$ cat src/rtl/dcs_seq_ctrl.sv
// Sequencer that streams 128 input bytes and 8 weight bytes from memory into the DCS
// accelerator and collects its 8 results. `DCS_SEQ_PERF_EN adds a busy-cycle counter.
`timescale 1ns/1ps
module dcs_seq_ctrl #(
    parameter int TIMEOUT = 1023,
    parameter int W_BASE  = 128
) (
    input  logic        clk,
    input  logic        rst_n,
    input  logic        start,
    output logic        mem_rd_en,
    output logic [7:0]  mem_addr,
    input  logic [7:0]  mem_rdata,
    output logic        dcs_i_valid,
    output logic [7:0]  dcs_i_data,
    output logic        dcs_w_valid,
    output logic [7:0]  dcs_w_data,
    input  logic        dcs_w_ready,
    input  logic        dcs_o_valid,
    input  logic [31:0] dcs_o_data,
    output logic        res_valid,
    output logic [2:0]  res_idx,
    output logic [31:0] res_data,
    output logic        busy,
    output logic        done,
    output logic        err
`ifdef DCS_SEQ_PERF_EN
   ,output logic [15:0] perf_cycles
`endif
);

    localparam logic [2:0] S_IDLE    = 3'd0;
    localparam logic [2:0] S_FETCH_I = 3'd1;
    localparam logic [2:0] S_WAIT_WR = 3'd2;
    localparam logic [2:0] S_FETCH_W = 3'd3;
    localparam logic [2:0] S_WAIT_O  = 3'd4;

    localparam logic [9:0] LP_TO = TIMEOUT[9:0];
    localparam logic [7:0] LP_WB = W_BASE[7:0];

    logic [2:0]  r_state;
    logic [6:0]  r_cnt;
    logic [9:0]  r_idle;
    logic [2:0]  r_beat;
    logic        r_wr_pend;
    logic        r_i_valid;
    logic        r_w_valid;
    logic        r_res_valid;
    logic [2:0]  r_res_idx;
    logic [31:0] r_res_data;
    logic        r_done;
    logic        r_err;

    logic        w_fetch_i;
    logic        w_fetch_w;
    logic        w_busy;
    logic        w_idle_hit;
    logic        w_accept;

    assign w_fetch_i  = (r_state == S_FETCH_I);
    assign w_fetch_w  = (r_state == S_FETCH_W);
    assign w_busy     = (r_state != S_IDLE);
    assign w_idle_hit = (r_idle == LP_TO);
    assign w_accept   = (r_state == S_IDLE) && start;

    assign mem_rd_en  = w_fetch_i | w_fetch_w;
    assign mem_addr   = w_fetch_i ? {1'b0, r_cnt} :
                        w_fetch_w ? (LP_WB + {5'd0, r_cnt[2:0]}) : 8'd0;

    // Read data is forwarded straight through, gated so idle/reset shows zero
    assign dcs_i_valid = r_i_valid;
    assign dcs_i_data  = r_i_valid ? mem_rdata : 8'd0;
    assign dcs_w_valid = r_w_valid;
    assign dcs_w_data  = r_w_valid ? mem_rdata : 8'd0;

    assign res_valid = r_res_valid;
    assign res_idx   = r_res_idx;
    assign res_data  = r_res_data;
    assign busy      = w_busy;
    assign done      = r_done;
    assign err       = r_err;

    always_ff @(posedge clk or negedge rst_n) begin
        if (!rst_n) begin
            r_state     <= S_IDLE;
            r_cnt       <= 7'd0;
            r_idle      <= 10'd0;
            r_beat      <= 3'd0;
            r_wr_pend   <= 1'b0;
            r_i_valid   <= 1'b0;
            r_w_valid   <= 1'b0;
            r_res_valid <= 1'b0;
            r_res_idx   <= 3'd0;
            r_res_data  <= 32'd0;
            r_done      <= 1'b0;
            r_err       <= 1'b0;
        end else begin
            r_i_valid   <= w_fetch_i;
            r_w_valid   <= w_fetch_w;
            r_res_valid <= 1'b0;
            r_done      <= 1'b0;
            unique case (r_state)
                S_IDLE: begin
                    if (start) begin
                        r_state   <= S_FETCH_I;
                        r_cnt     <= 7'd0;
                        r_beat    <= 3'd0;
                        r_wr_pend <= 1'b0;
                        r_err     <= 1'b0;
                    end
                end
                S_FETCH_I: begin
                    r_cnt <= r_cnt + 7'd1;
                    if (dcs_w_ready)
                        r_wr_pend <= 1'b1;
                    if (r_cnt == 7'd127) begin
                        r_state <= S_WAIT_WR;
                        r_idle  <= 10'd0;
                    end
                end
                S_WAIT_WR: begin
                    if (r_wr_pend || dcs_w_ready) begin
                        r_state   <= S_FETCH_W;
                        r_cnt     <= 7'd0;
                        r_wr_pend <= 1'b0;
                    end else if (w_idle_hit) begin
                        r_err   <= 1'b1;
                        r_state <= S_IDLE;
                    end else begin
                        r_idle <= r_idle + 10'd1;
                    end
                end
                S_FETCH_W: begin
                    r_cnt <= r_cnt + 7'd1;
                    if (r_cnt[2:0] == 3'd7) begin
                        r_state <= S_WAIT_O;
                        r_idle  <= 10'd0;
                    end
                end
                S_WAIT_O: begin
                    // Stay busy through the done cycle, leave on the next edge
                    if (r_done) begin
                        r_state <= S_IDLE;
                    end else if (dcs_o_valid) begin
                        r_res_valid <= 1'b1;
                        r_res_data  <= dcs_o_data;
                        r_res_idx   <= r_beat;
                        r_beat      <= r_beat + 3'd1;
                        r_idle      <= 10'd0;
                        if (r_beat == 3'd7)
                            r_done <= 1'b1;
                    end else if (w_idle_hit) begin
                        r_err   <= 1'b1;
                        r_state <= S_IDLE;
                    end else begin
                        r_idle <= r_idle + 10'd1;
                    end
                end
                default: r_state <= S_IDLE;
            endcase
        end
    end

`ifdef DCS_SEQ_PERF_EN
    logic [15:0] r_perf;

    always_ff @(posedge clk or negedge rst_n) begin
        if (!rst_n)
            r_perf <= 16'd0;
        else if (w_accept)
            r_perf <= 16'd0;
        else if (w_busy && (r_perf != 16'hFFFF))
            r_perf <= r_perf + 16'd1;
    end

    assign perf_cycles = r_perf;
`else
    logic w_unused;
    assign w_unused = w_accept;
`endif

endmodule

$ cat config.mk
export PLATFORM = sky130hd
export DESIGN_NAME = dcs_seq_ctrl
export DESIGN_NICKNAME = d
export VERILOG_FILES = /design/src/rtl/dcs_seq_ctrl.sv
export SDC_FILE = /design/constraint.sdc
export NUM_CORES = 1
export LEC_CHECK = 0
export ABC_AREA = 1
export BUFFER_PORTS_ARGS = -buffer_cell sky130_fd_sc_hd__buf_2
export CORE_MARGIN = 10
export CORE_UTILIZATION = 30
export CTS_CLUSTER_SIZE = 20
export DETAILED_ROUTE_END_ITERATION = 16
export PLACE_DENSITY_LB_ADDON = 0.25
export SLEW_MARGIN = 20
export SYNTH_ARGS = -nofsm -noshare
export SYNTH_HDL_FRONTEND = slang
export SYNTH_SLANG_ARGS = --single-unit
$ cat constraint.sdc
create_clock -name clk -period 1.51 [get_ports clk]
set_clock_uncertainty 0.15 [all_clocks]
set_input_delay 0.2265 -clock clk [delete_from_list [all_inputs] [get_ports clk]]
set_output_delay 0.2265 -clock clk [all_outputs]
set_load 0.01 [all_outputs]
==> reports/qor.csv <==
stage;metric;value;unit
setup_path;r2r_cells;10;
logic_synthesis;ys_ff_latch;64;
timing;setup_tns;-17330;ps
floorplanning;initial_core_util;0.305;
finish;multi_input_area;1700;um2
pwr;powerDensity;1850;nW/um2
placement;portBuffers;110;
worst_hold_path;hp-class;primary input to flop;
finish;n_antenna_cell;0;
run_status;violations;negative setup slack;
timing;setup_viol;73;
timing;finalCriticalPeriod;1810;ps
floorplanning;dieArea;15500;um2
cts;cts_tree;built;
finish;area_growth;77.3;%
floorplanning;die_x;125;um
floorplanning;coreArea;10700;um2
setup_path;crit_arrival;1430;ps
setup_path;timing.rr.start;r_state[0]$_DFFE_PN0P_;
logic_synthesis;yosysTopAreaCellShare;0.489;
logic_synthesis;yosys.area.top_type;dfrtp_1;
setup_path;path_cells;nor2_4, nand2_8, buf_6, nor2_2, buf_2;
setup_path;crit_family;flip-flops;
finish;regArea;1610;um2
pwr;power;10.7;mW
logic_synthesis;synth_cell_type_count;27;
logic_synthesis;ys_seq_area_frac;0.489;
timing;fin_crit_sh;1.20;
detailed_routing;avgViaCountPerCell;4.57;
global_route;grt_usage;0.140;
floorplanning;rows;38;
finish;drive_gt1_frac;0.439;
setup_path;critPathSlowestCell;dfrtp_2;
finish;fillers;964;
pwr;vdd_drop_max;0.000719;V
cts;clock_latency;340;ps
pwr;leakage;3.27;nW
detailed_routing;dr.pass1.iters;7;
setup_path;reg2reg_to;r_idle[1]$_DFFE_PN0P_;
placement;place_congestion;0.816;
setup_path;end_kind;output pin;
floorplanning;die_h;125;um
logic_synthesis;syn-mean-instance-area;7.28;um2
global_route;grt_pass1_wl;18.6;mm
logic_synthesis;yosysWarnings;0;
timing;grt_setup_unrepaired;yes;
timing;fin_ws;-300;ps
detailed_routing;wl;12.3;mm
finish;nNetsFinal;731;
worst_hold_path;worstHoldPathCells;4;
cts;cts_htree_levels;3;
setup_path;required;1130;ps
timing;worst_slew_pin_slew;387;ps
logic_synthesis;synth_area_leaders;dfrtp_1 (49%), nand2_1 (25%), inv_1 (5.8%);
timing;hold_violations;0;
setup_path;start_kind;flop;
cts;cts_root_buffer;clkbuf_8;
logic_synthesis;synthCells;450;
detailed_routing;drc;0;
finish;fin_area;5810;um2
cts;cts_buffer_depth;2;
run;maxCapViolCount;0;
detailed_routing;postRouteAntennaNets;0;
worst_hold_path;hold_path_startpoint;dcs_w_ready;
logic_synthesis;synth_fp_nets;500;
setup_path;worst-path-buf-inv;2;
cts;clkTransAtPathRegs;80;ps
global_route;grt_max_degree;65;
detailed_routing;vias;3771;
global_route;overflow;0;
cts;clock_sinks;64;
cts;cts_buffers;9;
run_status;outcome;finished, violations left;
timing;slew_viol_final;0;
floorplanning;io_pins;111;
detailed_routing;wl_per_cell;14.8;um
global_route;grt_pass1_vias;3841;
setup_path;r2r_setup_slack;-300;ps
global_route;antenna_found_initial;0;
placement;post-dp-hpwl;7.01;mm
logic_synthesis;synth_area;3280;um2
setup_path;critPathMaxStageDelay;470;ps
timing;max_clock_freq;553;MHz
detailed_routing;drt_iter0_drc;165;
placement;dpl_cell_area;4360;um2
timing;slew_headroom;0.741;
setup_path;worstPathMaxFanout;5;
worst_hold_path;worstHoldEndpoint;r_wr_pend$_DFFE_PN0P_;
setup_path;criticalPathCategory;flop to output pin;
==> power by group <==
part	total (mW)	internal (mW)	switching [mW]
Clock	1.69	0.939	0.751
Sequential	2.73	2.29	0.439
Combinational	6.31	3.06	3.25
==> cells by family after synthesis <==
| logic type | share of synthesized area |
|---|---|
| and+or+nand+nor | 0.354 |
| buffers and inverters | 0.0916 |
| DFF | 0.489 |
| AOI/OAI and AO/OA | 0.0412 |
| adders and majority gates | 0.0191 |
| xor gates and xnor gates | 0.00535 |
==> repair_timing <==
item,in CTS,in global routing
resized for setup,54,94
pin swaps,12,30
setup buffers,25,12
hold buffers,33,0
endpoints found under the setup margin,74,74
endpoints found under the hold margin,96,0
cloned,4,4
==> cell type report <==
type / instances / share of cell area
Sequential cell: 64 / 0.276
Multi-Input combinational cell: 317 / 0.292
Timing Repair Buffer: 232 / 0.321
Clock buffer: 10 / 0.0220
Inverter: 57 / 0.0424
Tap cell: 140 / 0.0301
Clock inverter: 6 / 0.0159
==> worst reg2reg max path, stage by stage, from the launching register on <==
cell     delay [ps]
dfrtp_1         380
buf_6           130
buf_6           110
inv_4            40
buf_4           140
nand3_1         140
nand2_1         120
nor2_2          160
nand4_1         160
nand2_1         120
nor2_1           50
==> state kept, by name, indices dropped and copies added, names as in the netlist <==
signal / flops
done: 1
dcs_w_valid: 1
r_cnt: 7
err: 1
res_data: 32
r_wr_pend: 1
dcs_i_valid: 1
res_valid: 1
r_idle: 10
res_idx: 3
r_state: 3
r_beat: 3
==> through the flow <==
stage               setup WS (ps)  utilization  hold WS, ps  cells
global route                 -396        0.541          177    826
CTS                          -279        0.499          129    813
finish                       -300        0.541          130    826
global placement             -111        0.405          128    737
detailed placement           -136        0.405          128    737
floorplan                   -19.0            -         -219    450
==> layout by cell type (no fill, tap or decap), types with 4 or more instances in the layout <==
cell type and count:
dfrtp_1 60, nand2_4 12, o21ai_0 7, inv_4 5
o21ai_2 6, inv_2 5, nand2_1 187, buf_4 52
nor2_1 15, inv_1 44, nand4_1 6, dfrtp_2 4
nor2_2 9, nand2_2 20, nor2_4 11, buf_12 7
dlygate4sd3_1 33, buf_2 104, nand3_1 16, clkbuf_8 9
buf_6 30
==> worst max path at each step <==
| stage | start | end | slack [ps] | cells past startpoint |
|---|---|---|---|---|
| after floorplan | r_cnt[0]$_DFFE_PN0P_ | r_idle[8]$_DFFE_PN0P_ | -20 | 10 |
| after global placement | r_state[2]$_DFFE_PN0P_ | r_idle[8]$_DFFE_PN0P_ | -110 | 8 |
| after detailed placement | r_state[2]$_DFFE_PN0P_ | res_data[27]$_DFFE_PN0P_ | -140 | 8 |
| after CTS | r_state[2]$_DFFE_PN0P_ | busy | -280 | 5 |
| after global routing | r_state[0]$_DFFE_PN0P_ | res_data[28]$_DFFE_PN0P_ | -400 | 12 |
| final | r_state[1]$_DFFE_PN0P_ | mem_addr[4] | -300 | 5 |
==> cells in the mapped netlist <==
| cell type | n |
|---|---|
| a21oi_1 | 4 |
| a22o_1 | 1 |
| a2bb2oi_1 | 1 |
| buf_2 | 3 |
| buf_4 | 2 |
| buf_6 | 4 |
| clkbuf_1 | 3 |
| dfrtp_1 | 64 |
| ha_1 | 5 |
| inv_1 | 51 |
| inv_2 | 6 |
| nand2_1 | 216 |
| nand2_2 | 3 |
| nand2_4 | 1 |
| nand3_1 | 20 |
| nand3_4 | 1 |
| nand3b_1 | 3 |
| nand4_1 | 6 |
| nor2_1 | 33 |
| nor2_2 | 2 |
| nor3_1 | 1 |
| o211ai_1 | 1 |
| o21ai_0 | 14 |
| o21bai_1 | 1 |
| o22ai_1 | 2 |
| xnor2_1 | 1 |
| xor2_1 | 1 |
==> metal layers <==
metal / track usage / wire length [um] / vias up
li1: - / - / 1836
met4: 0.0411 / 228 / 0
met5: 0 / 0 / -
met2: 0.236 / 6160 / 146
met1: 0.163 / 4910 / 1763
met3: 0.0485 / 949 / 26
Power figures use the tool's default switching activity.
